[config.mk]
export PLATFORM = sky130hd
export DESIGN_NAME = stream_demux4_flat
export DESIGN_NICKNAME = d
export VERILOG_FILES = /design/src/rtl/stream_demux4_pkg.sv /design/src/rtl/stream_demux4_if.sv /design/src/rtl/stream_demux4_out_slot.sv /design/src/rtl/stream_demux4.sv /design/src/flat_wrapper.sv
export SDC_FILE = /design/constraint.sdc
export NUM_CORES = 1
export LEC_CHECK = 0
export ABC_AREA = 1
export BUFFER_PORTS_ARGS = -buffer_cell sky130_fd_sc_hd__buf_2
export CAP_MARGIN = 5
export CORE_ASPECT_RATIO = 0.8
export CORE_MARGIN = 8
export CORE_UTILIZATION = 58
export CTS_CLUSTER_SIZE = 25
export DETAILED_ROUTE_END_ITERATION = 7
export GPL_ROUTABILITY_DRIVEN = 0
export PLACE_DENSITY = 0.95
export SYNTH_ARGS = -nofsm -noshare
export SYNTH_HDL_FRONTEND = slang
export SYNTH_SLANG_ARGS = --single-unit
[constraint.sdc]
create_clock -name i_clk -period 2.5 [get_ports i_clk]
set_input_delay 0.125 -clock i_clk [delete_from_list [all_inputs] [get_ports i_clk]]
set_output_delay 0.125 -clock i_clk [all_outputs]
set_load 0.02 [all_outputs]
[src/rtl/stream_demux4_pkg.sv]
// Shared definitions for the 1-to-4 stream demultiplexer.
package demux_pkg;
  localparam int N_CH = 4;

  typedef enum logic {ST_IDLE, ST_PKT} demux_state_t;
endpackage

[src/rtl/stream_demux4_if.sv]
// Input stream plus the four output streams of the demux; slave is the demux side.
interface stream_demux4_if #(parameter int W = 8);
  import demux_pkg::*;

  logic                s_valid;
  logic                s_ready;
  logic [W-1:0]        s_data;
  logic [1:0]          s_dest;
  logic                s_last;
  logic [N_CH-1:0]     m_valid;
  logic [N_CH-1:0]     m_ready;
  logic [N_CH*W-1:0]   m_data;
  logic [N_CH-1:0]     m_last;

  modport slave (
    input  s_valid, s_data, s_dest, s_last, m_ready,
    output s_ready, m_valid, m_data, m_last
  );

  modport master (
    output s_valid, s_data, s_dest, s_last, m_ready,
    input  s_ready, m_valid, m_data, m_last
  );
endinterface

[src/rtl/stream_demux4_out_slot.sv]
// One-entry output register slice; holds a beat until the consumer takes it.
module demux_out_slot #(
  parameter int W = 8
) (
  input  logic         i_clk,
  input  logic         i_rst_n,
  input  logic         i_load,
  input  logic [W-1:0] i_data,
  input  logic         i_last,
  input  logic         i_ready,
  output logic         o_valid,
  output logic [W-1:0] o_data,
  output logic         o_last,
  output logic         o_free
);
  logic         r_valid;
  logic [W-1:0] r_data;
  logic         r_last;

  // Load wins over drain so a same-edge drain-and-refill keeps valid high.
  always_ff @(posedge i_clk or negedge i_rst_n) begin
    if (!i_rst_n) begin
      r_valid <= 1'b0;
      r_data  <= '0;
      r_last  <= 1'b0;
    end else if (i_load) begin
      r_valid <= 1'b1;
      r_data  <= i_data;
      r_last  <= i_last;
    end else if (i_ready) begin
      r_valid <= 1'b0;
    end
  end

  assign o_valid = r_valid;
  assign o_data  = r_data;
  assign o_last  = r_last;
  assign o_free  = ~r_valid | i_ready;
endmodule

[src/rtl/stream_demux4.sv]
// 1-to-4 packet demux: route picked on a packet's first beat and held to its last beat.
module stream_demux4
  import demux_pkg::*;
#(
  parameter int W     = 8,
  parameter int CNT_W = 8
) (
  input  logic                        i_clk,
  input  logic                        i_rst_n,
  stream_demux4_if.slave              bus,
  output logic [N_CH-1:0][CNT_W-1:0]  o_pkt_cnt,
  output logic                        o_dest_err
);
  demux_state_t              r_state;
  logic [1:0]                r_cur_dest;
  logic                      r_dest_err;
  logic [N_CH-1:0][CNT_W-1:0] r_cnt;

  logic [1:0]                w_route;
  logic                      w_acc;
  logic [N_CH-1:0]           w_load;
  logic [N_CH-1:0]           w_free;
  logic [N_CH-1:0]           w_valid;
  logic [N_CH-1:0]           w_last;
  logic [N_CH-1:0][W-1:0]    w_data;

  assign w_route     = (r_state == ST_PKT) ? r_cur_dest : bus.s_dest;
  assign bus.s_ready = w_free[w_route];
  assign w_acc       = bus.s_valid & bus.s_ready;

  always_comb begin
    w_load = '0;
    w_load[w_route] = w_acc;
  end

  demux_out_slot #(.W(W)) u_slot [N_CH-1:0] (
    .i_clk   (i_clk),
    .i_rst_n (i_rst_n),
    .i_load  (w_load),
    .i_data  (bus.s_data),
    .i_last  (bus.s_last),
    .i_ready (bus.m_ready),
    .o_valid (w_valid),
    .o_data  (w_data),
    .o_last  (w_last),
    .o_free  (w_free)
  );

  assign bus.m_valid = w_valid;
  assign bus.m_data  = w_data;
  assign bus.m_last  = w_last;

  always_ff @(posedge i_clk or negedge i_rst_n) begin
    if (!i_rst_n) begin
      r_state    <= ST_IDLE;
      r_cur_dest <= 2'd0;
      r_dest_err <= 1'b0;
    end else if (w_acc) begin
      if (r_state == ST_IDLE) begin
        if (!bus.s_last) begin
          r_state    <= ST_PKT;
          r_cur_dest <= bus.s_dest;
        end
      end else begin
        if (bus.s_dest != r_cur_dest) r_dest_err <= 1'b1;
        if (bus.s_last)               r_state    <= ST_IDLE;
      end
    end
  end

  // Completed packets counted on the output side; saturate rather than wrap.
  always_ff @(posedge i_clk or negedge i_rst_n) begin
    if (!i_rst_n) begin
      r_cnt <= '0;
    end else begin
      for (int k = 0; k < N_CH; k++) begin
        if (w_valid[k] && bus.m_ready[k] && w_last[k] && (r_cnt[k] != {CNT_W{1'b1}}))
          r_cnt[k] <= r_cnt[k] + 1'b1;
      end
    end
  end

  assign o_pkt_cnt  = r_cnt;
  assign o_dest_err = r_dest_err;
endmodule

[src/flat_wrapper.sv]
// flat-port wrapper written by rule: the top's interface ports become plain ports
module stream_demux4_flat import demux_pkg::*;
#(
  parameter int W     = 8,
  parameter int CNT_W = 8
)
  (i_clk, i_rst_n, o_pkt_cnt, o_dest_err, bus_s_valid, bus_s_data, bus_s_dest, bus_s_last, bus_m_ready, bus_s_ready, bus_m_valid, bus_m_data, bus_m_last);
  stream_demux4_if #(.W(W)) bus_i ();
  input  logic i_clk;
  input  logic i_rst_n;
  output logic [N_CH-1:0][CNT_W-1:0] o_pkt_cnt;
  output logic o_dest_err;
  input wire logic [$bits(bus_i.s_valid)-1:0] bus_s_valid;
  input wire logic [$bits(bus_i.s_data)-1:0] bus_s_data;
  input wire logic [$bits(bus_i.s_dest)-1:0] bus_s_dest;
  input wire logic [$bits(bus_i.s_last)-1:0] bus_s_last;
  input wire logic [$bits(bus_i.m_ready)-1:0] bus_m_ready;
  output wire logic [$bits(bus_i.s_ready)-1:0] bus_s_ready;
  output wire logic [$bits(bus_i.m_valid)-1:0] bus_m_valid;
  output wire logic [$bits(bus_i.m_data)-1:0] bus_m_data;
  output wire logic [$bits(bus_i.m_last)-1:0] bus_m_last;
  assign bus_i.s_valid = bus_s_valid;
  assign bus_i.s_data = bus_s_data;
  assign bus_i.s_dest = bus_s_dest;
  assign bus_i.s_last = bus_s_last;
  assign bus_i.m_ready = bus_m_ready;
  assign bus_s_ready = bus_i.s_ready;
  assign bus_m_valid = bus_i.m_valid;
  assign bus_m_data = bus_i.m_data;
  assign bus_m_last = bus_i.m_last;
  stream_demux4 #(.W(W), .CNT_W(CNT_W)) u_core (.i_clk(i_clk), .i_rst_n(i_rst_n), .bus(bus_i), .o_pkt_cnt(o_pkt_cnt), .o_dest_err(o_dest_err));
endmodule
# Word-level counts from Yosys, hierarchy flattened
# Index checks and enable logic that the tools add are counted.
# Widths: inputs -> output; s select.
[totals] out_inout_bits=74 word_cells=75 inputBits=18 register_bits=76
[classes] bitwise_logic=12 magnitude_cmp=2 muxes=14 n_addsub=4 eq_ne=5 n_reduce_logical=19
[op_table] cell="$add 8x1->8 const B" n=4
[op_table] cell="$ne 8x8->1 const B" n=4
[op_table] cell="$logic_and 1x1->1" n=13
[op_table] cell="$mux 1" n=11
[op_table] cell="$reduce_bool 2->1" n=4
[op_table] cell="$not 1->1" n=6
[op_table] cell="$reduce_and 3->1" n=2
[op_table] cell="$and 4x4->4" n=1
[op_table] cell="$or 1x1->1" n=4
[op_table] cell="$lt 2x3->1 const B" n=1
[op_table] cell="$bmux 1 s2" n=1
[op_table] cell="$demux 1 s2" n=1
[op_table] cell="$ge 2x1->1 const B" n=1
[op_table] cell="$mux 2" n=1
[op_table] cell="$ne 2x2->1" n=1
[op_table] cell="$and 1x1->1" n=1

# Longest topological paths before layout
# Gate-level depths: netlist of the first run.
[logic_depth] word_depth=7 mapped_depth=10 depth_no_buf=9

# Hierarchy
# From an unflattened synthesis of the first run, not the netlist that was laid out.
[hier_totals] hier_cells=427 hier_area_um2=3609.7
[by_module_without_submodules] mod="stream_demux4" cells_per_inst=259 n_inst=1 seq_area_each_um2=900.9 area_per_inst_um2=2098.3
[by_module_without_submodules] mod="demux_out_slot" cells_per_inst=42 n_inst=4 seq_area_each_um2=250.2 area_per_inst_um2=377.9

# Worst setup path before layout of the first run
# No wires, ideal clock.
[synth_timing] kind="flip-flop to flip-flop" startpoint="register u_core.r_cnt, in the netlist u_core.o_pkt_cnt[9]" endpoint="register u_core.r_cnt, in the netlist u_core.o_pkt_cnt[11]" n_path_buf=0 setup_time_ps=123 stages_incl_launch_ff=9 arrival_time_ps=1479 required_ps=2377 synth_period_minus_slack_ps=1602 path_slack_ps=898 path_cell_list="dfrtp_1 ha_1 nand3_1 nor2_1 nand4_1 nand2_2 nor2_1 nand2_1 nand2_1"
[synth_via] elab_chain_cells=2 word_cells_on_any_way=3 cone_classes="add/sub: 1; eq/ne: 1; reduce/logical: 1"
[synth_rtl] element="from (decl)" line_no="stream_demux4.sv:17" rtl="logic [N_CH-1:0][CNT_W-1:0] r_cnt;"
[synth_rtl] element="from (signal, indexed assignment)" line_no="stream_demux4.sv:78" rtl="r_cnt[k] <= r_cnt[k] + 1'b1;"
[synth_rtl] element="branches (longest 2 deep; another with $add 8x1->8)"
# Parallel ways; which one is timed is not known.
# A chain may end at the register's enable or synchronous reset.

# Final worst setup path of the first run
[layout_timing] startpoint="register u_core.r_state" endpoint="output bus_s_ready"
[layout_via] elab_chain_cells=3
[layout_rtl] element="from (decl)" line_no="stream_demux4.sv:14" rtl="demux_state_t r_state;"
[layout_rtl] element="from (signal assigned)" line_no="stream_demux4.sv:55" rtl="r_state <= ST_IDLE;"
[layout_rtl] element="from (signal assigned)" line_no="stream_demux4.sv:61" rtl="r_state <= ST_PKT;"
[layout_rtl] element="from (signal assigned)" line_no="stream_demux4.sv:66" rtl="if (bus.s_last) r_state <= ST_IDLE;"
[layout_rtl] element="$mux 2" line_no="stream_demux4.sv:27" rtl="assign w_route = (r_state == ST_PKT) ? r_cur_dest : bus.s_dest;"
[layout_rtl] element="$bmux 1 s2" line_no="stream_demux4.sv:28" rtl="assign bus.s_ready = w_free[w_route];"
[layout_rtl] element="$mux 1 (not written as such)" line_no="stream_demux4.sv:28"
[layout_rtl] element="to (decl)" line_no="flat_wrapper.sv:18" rtl="output wire logic [$bits(bus_i.s_ready)-1:0] bus_s_ready;"
# No other way between the ends. The select of a mux whose other input is x is not followed.

==> flow_metrics.tcl, run 1 <==
set metrics [dict create \
    clockBufferDepth 2 \
    clkSinkCount 76 \
    pwr-share-comb 0.411 \
    yosysWarnings 0 \
    worst_pin_slew_ns 0.9395 \
    r2r_slack_ns 0.72 \
    crit_chain "inv_4, nand2_4, nand2_4, nand3_1, nand2_1, nor2_4, buf_2" \
    grt_pass1_vias 3401 \
    clk_latency_ns 0.34 \
    via_per_inst 5.344 \
    ys_ff_latch 76 \
    postSynthCellCount 429 \
    worst-path-buf-inv 2 \
    p_int_mw 3.019 \
    pwr-share-seq 0.393 \
    path_delay_family "simple AND/OR/NAND/NOR gates" \
    peakVddDrop_uv 773.1 \
    swShare 0.4336 \
    grt_pass1_wl_um 15700 \
    clock-root-buffer "clkbuf_8" \
    die_width_um 106.7 \
    io_buffers 91 \
    crit_path_max_fanout 23 \
    synthDistinctLibCells 29 \
    critPathMostFrequentCell "nand2_4" \
    overflow 0 \
    syn_avg_cell_area_um2 8.895 \
    cts_buffers 9 \
    dp_worst_setup_slack_ns 0.7405 \
    first_pass_iters 4 \
    syn_area_um2 3816 \
    cts_tree "done" \
    drive_gt1_frac 0.2824 \
    crit_type "flip-flop to primary output" \
    ios 92 \
    endpoint_kind "primary output" \
    htree_levels 3 \
    hold_ws_ns 0.05117 \
    fin_crit_ns 2.108 \
    areaGrowthSynthToFinish_pct 18.56 \
    yosysSeqAreaShare 0.4984 \
    grt_max_degree 77 \
    worstSetupStartpointType "flip-flop" \
    power.leakage_nw 2.440 \
    clkSlewWorstSetupHoldPaths_ns 0.08 \
    status "completed" \
    wire_per_inst_um 14.82 \
    final_common_cell "nand2_1" \
    tns_ns 0 \
    cp.required_ns 2.38 \
    drt_iter0_markers 136 \
    die_area_um2 9447 \
    drc_errors 0 \
    fmax_mhz 474.3 \
    syn-num-nets 451 \
    slew_violations 0 \
    setup_viol 0 \
    relSlewSlack 0.3736 \
    post-route-util 0.7096 \
    grt_usage 0.2058 \
    power_density_nw_per_um2 1178 \
    crit_arrival_ns 1.98 \
    crit_slowest_cell "dfrtp_1" \
    clkPwrFrac 0.196 \
    core_area_um2 6376 \
    slowest_delay_ns 0.53 \
    initial_core_util 0.5985 \
    layout_common_cells "nand2_1 (134), buf_2 (90), dfrtp_1 (76), inv_1 (39), nand4_1 (25)" \
    p_sw_mw 2.311 \
    clock_skew_ns 0.01373 \
    final_antenna_net_count 0 \
    post-cts-setup-buffer-count 0 \
    worst_hold_path_type "input pin to flip-flop" \
    drv_cap 0 \
    die_h_um 88.55 \
    vias 3249 \
    antennaDiodeCount 0 \
    fp-row-count 26 \
    hold_viol 0 \
    worst_slack_ns 0.3917 \
    rsz0062_at_grt "no" \
    drt-total-wl_um 9008 \
    antenna_found_initial 0 \
    dp_hpwl_um 6691 \
    min_period_over_period 0.8433 \
    fin_nets 541 \
]
Yosys cell counts:
master	instances	area, µm²
nand3b_1	1	7.510
nand4_2	2	25.02
xor2_1	17	148.9
nand2_2	7	43.79
o211ai_1	1	7.510
nor3_1	6	30.03
buf_1	1	3.750
o21bai_1	1	7.510
ha_1	4	50.05
inv_2	3	11.26
dfrtp_1	76	1902
o21ai_1	6	30.03
nand4_4	2	42.54
nand4_1	25	156.4
nand2_4	4	45.04
nand3_1	21	105.1
buf_2	2	10.01
buf_6	5	56.30
nor2_4	3	33.78
o21ai_2	18	157.7
xnor2_1	9	78.83
inv_4	1	6.260
clkbuf_1	2	7.510
buf_4	8	60.06
and3_1	3	18.77
o21ai_0	13	65.06
nand2_1	134	503.0
nor2_1	15	56.30
inv_1	39	146.4
cells by family after synthesis:
kind of cell    Yosys count  share of synthesized area
compound gates           39                    0.07016
xor+xnor                 26                    0.05967
fa+ha+maj                 4                    0.01312
buf+inv                  61                    0.07902
flops                    76                     0.4984
simple gates            223                     0.2797
worst paths after layout:
| check | from | to | cells after the start |
|---|---|---|---|
| setup reg to reg | u_core.r_state | u_core.r_state | 9 |
| hold reg to reg | u_core.u_slot[1].o_data[2] | u_core.u_slot[1].o_data[2] | 2 |
| setup / recovery | u_core.r_state | bus_s_ready | 7 |
| max in group asynchronous | i_rst_n | u_core.o_pkt_cnt[17] | 2 |
| min in group asynchronous | i_rst_n | u_core.o_pkt_cnt[20] | 2 |
| hold / removal | bus_s_data[6] | u_core.u_slot[0].o_data[6] | 3 |
metal layers:
layer / vias up / track usage / wire length (µm)
met1: 1571 / 0.2435 / 3751
met4: 0 / 0.05732 / 29
li1: 1563 / - / -
met5: - / 0 / 0
met2: 111 / 0.3420 / 4454
met3: 4 / 0.08151 / 773
power groups by stage:
stage	Combinational (mW)	Clock, mW	Sequential (mW)
after global routing	2.43	1.13	2.16
after detailed placement	2.21	0	2.10
after CTS	2.22	1.07	2.08
after global placement	2.13	0	2.07
after floorplan	1.05	0	2.54
final	2.19	1.04	2.09
tightest hold or removal path, stage by stage:
cell	delay, ns
buf_2	0.11
nand4_1	0.08
nand2_1	0.05
per-stage QoR:
stage | std cells | power (mW) | instance area [µm²]
6_report | 608 | 5.330 | 4524
2_1_floorplan | 429 | 3.595 | 3816
3_3_place_gp | 587 | 4.204 | 4249
3_5_place_dp | 587 | 4.311 | 4249
5_1_grt | 608 | 5.711 | 4524
4_1_cts | 608 | 5.383 | 4524
flip-flops by register name, summed over array words and instances, names as in the netlist:
signal,cells
u_core.o_pkt_cnt,32
u_core.u_slot.o_data,32
u_core.u_slot.o_last,4
u_core.u_slot.o_valid,4
u_core.r_cur_dest,2
u_core.o_dest_err,1
u_core.r_state,1
what timing repair did:
action / CTS / global route
endpoints found under the hold margin: 80 / 0
resized for setup: 0 / 0
hold buffers: 5 / 0
area by class of cell:
class / count / area [µm²]
inverter: 43 / 163.9
multi-input combinational: 292 / 1613
timing repair buffer: 97 / 515.5
clock inverter: 6 / 87.58
fill: 506 / 1852
clock buffer: 10 / 137.6
tap: 84 / 105.1
sequential: 76 / 1902
Power figures use the tool's default switching activity.
==> inputs of run 2 (changes only) <==
--- a/config.mk
+++ b/config.mk
@@ -10,11 +10,11 @@
 export CAP_MARGIN = 5
 export CORE_ASPECT_RATIO = 0.8
 export CORE_MARGIN = 8
-export CORE_UTILIZATION = 58
+export CORE_UTILIZATION = 48
 export CTS_CLUSTER_SIZE = 25
 export DETAILED_ROUTE_END_ITERATION = 7
 export GPL_ROUTABILITY_DRIVEN = 0
-export PLACE_DENSITY = 0.95
+export PLACE_DENSITY = 0.85
 export SYNTH_ARGS = -nofsm -noshare
 export SYNTH_HDL_FRONTEND = slang
 export SYNTH_SLANG_ARGS = --single-unit
==> constraint.sdc (replaced) <==
create_clock -name i_clk -period 1.7 [get_ports i_clk]
set_input_delay 0.085 -clock i_clk [delete_from_list [all_inputs] [get_ports i_clk]]
set_output_delay 0.085 -clock i_clk [all_outputs]
set_load 0.02 [all_outputs]
==> flow_metrics.tcl, run 2 (synthesized netlist as in run 1, its figures left out) <==
set metrics [dict create \
    drc_errors 0 \
    drt_iter0_markers 147 \
    tns_ns 0 \
    clk_latency_ns 0.35 \
    rsz0062_at_grt "yes" \
    via_per_inst 5.080 \
    drive_gt1_frac 0.3418 \
    antennaDiodeCount 0 \
    min_period_over_period 0.9990 \
    crit_type "flip-flop to primary output" \
    layout_common_cells "nand2_1 (126), buf_2 (89), dfrtp_1 (75), inv_1 (39)" \
    worst_pin_slew_ns 0.4703 \
    pwr-share-comb 0.453 \
    final_common_cell "nand2_1" \
    fin_nets 570 \
    worst_slack_ns 0.001714 \
    worst_hold_path_type "input pin to flip-flop" \
    drt-total-wl_um 10100 \
    post-route-util 0.6231 \
    setup_viol 0 \
    overflow 0 \
    die_width_um 115.7 \
    relSlewSlack 0.6865 \
    fmax_mhz 588.8 \
    dpl.cell_count 617 \
    crit_path_max_fanout 6 \
    grt_pass1_wl_um 16400 \
    hold_ws_ns 0.01687 \
    initial_core_util 0.4869 \
    final_antenna_net_count 0 \
    peakVddDrop_uv 1192 \
    fp-row-count 29 \
    crit_arrival_ns 1.61 \
    dp_hpwl_um 7040 \
    first_pass_iters 4 \
    hold_viol 0 \
    design_area_um2 4883 \
    vias 3358 \
    io_buffers 91 \
    status "completed" \
    wire_per_inst_um 15.27 \
    clkSlewWorstSetupHoldPaths_ns 0.09 \
    cts_tree "done" \
    slew_violations 0 \
    power_density_nw_per_um2 1630 \
    endpoint_kind "primary output" \
    htree_levels 3 \
    p_int_mw 4.359 \
    antenna_found_initial 0 \
    dp_worst_setup_slack_ns 0.008931 \
    cp.required_ns 1.62 \
    grt_usage 0.1860 \
    die_h_um 95.75 \
    grt_max_degree 43 \
    clock_skew_ns 0.01348 \
    areaGrowthSynthToFinish_pct 27.97 \
    fin_cells 661 \
    total_power_mw 7.960 \
    clock-root-buffer "clkbuf_8" \
    drv_cap 0 \
    clockBufferDepth 2 \
    power.leakage_nw 2.567 \
    fin_crit_ns 1.698 \
    pwr-share-seq 0.389 \
    clkPwrFrac 0.158 \
    placed_cell_area_um2 4349 \
    core_area_um2 7838 \
    cts_buffers 9 \
    ios 92 \
    p_sw_mw 3.602 \
    grt_pass1_vias 3558 \
    worstSetupStartpointType "flip-flop" \
    clkSinkCount 76 \
    swShare 0.4524 \
    die_area_um2 11080 \
]
-- run 2: cell types whose count changed in the layout (fill, tap and decap cells not counted), sizes merged, moves of 2 or more --
cell / before / now
clkinv: 4 / 0
bufinv: 2 / 0
dlygate4sd3: 5 / 7
buf: 92 / 118
clkinvlp: 0 / 4
inv: 43 / 45
-- run 2: critical path, cell delays in order, from the launching register on --
cell,delay [ns]
dfrtp_2,0.49
inv_4,0.13
nand2_4,0.07
nand2_4,0.10
nand3_2,0.09
nand2_2,0.09
nor2_4,0.05
buf_12,0.12
buf_4,0.15
-- run 2: path summary, 6_finish.rpt --
path | from | endpoint | slack, ns | depth (start not counted)
setup / recovery | u_core.r_state | bus_s_ready | 0.002 | 8
hold / removal | bus_s_data[1] | u_core.u_slot[0].o_data[1] | 0.02 | 3
setup reg to reg | u_core.r_state | u_core.r_cur_dest[0] | 0.06 | 10
hold reg to reg | u_core.u_slot[1].o_data[7] | u_core.u_slot[1].o_data[7] | 0.48 | 2
max in group asynchronous | i_rst_n | u_core.o_pkt_cnt[28] | 0.88 | 3
min in group asynchronous | i_rst_n | u_core.o_pkt_cnt[2] | 0.23 | 2
-- run 2: power by group through the flow --
stage,clock network [mW],logic (mW),registers [mW]
finish,1.26,3.60,3.10
global route,1.35,3.94,3.19
CTS,1.29,3.49,3.09
detailed placement,0,3.32,3.10
global placement,0,3.20,3.07
floorplan,0,1.55,3.74
-- run 2: final cells by class --
cell class	count	area (µm²)
fill	689	2954
sequential	76	1903
multi-input combinational	292	1690
timing repair buffer	126	815.8
inverter	43	163.9
tap	108	135.1
clock buffer	10	127.6
clock inverter	6	47.55
-- run 2: metal layers --
metal | global-route usage | share of wire | wire length [µm] | vias up
met1 | 0.2167 | 0.41 | 4182 | 1614
met3 | 0.06520 | 0.079 | 796 | 10
met4 | 0.04198 | 0.0074 | 75 | 0
met5 | 0 | 0 | 0 | -
met2 | 0.3256 | 0.50 | 5041 | 117
li1 | - | - | - | 1617
-- run 2: timing repair --
item / in CTS / in global routing
endpoints found under the setup margin: 2 / 52
endpoints found under the hold margin: 40 / 0
resized for setup: 6 / 15
gates cloned: 1 / 0
pin swaps: 5 / 10
setup buffers: 11 / 9
hold buffers: 7 / 0
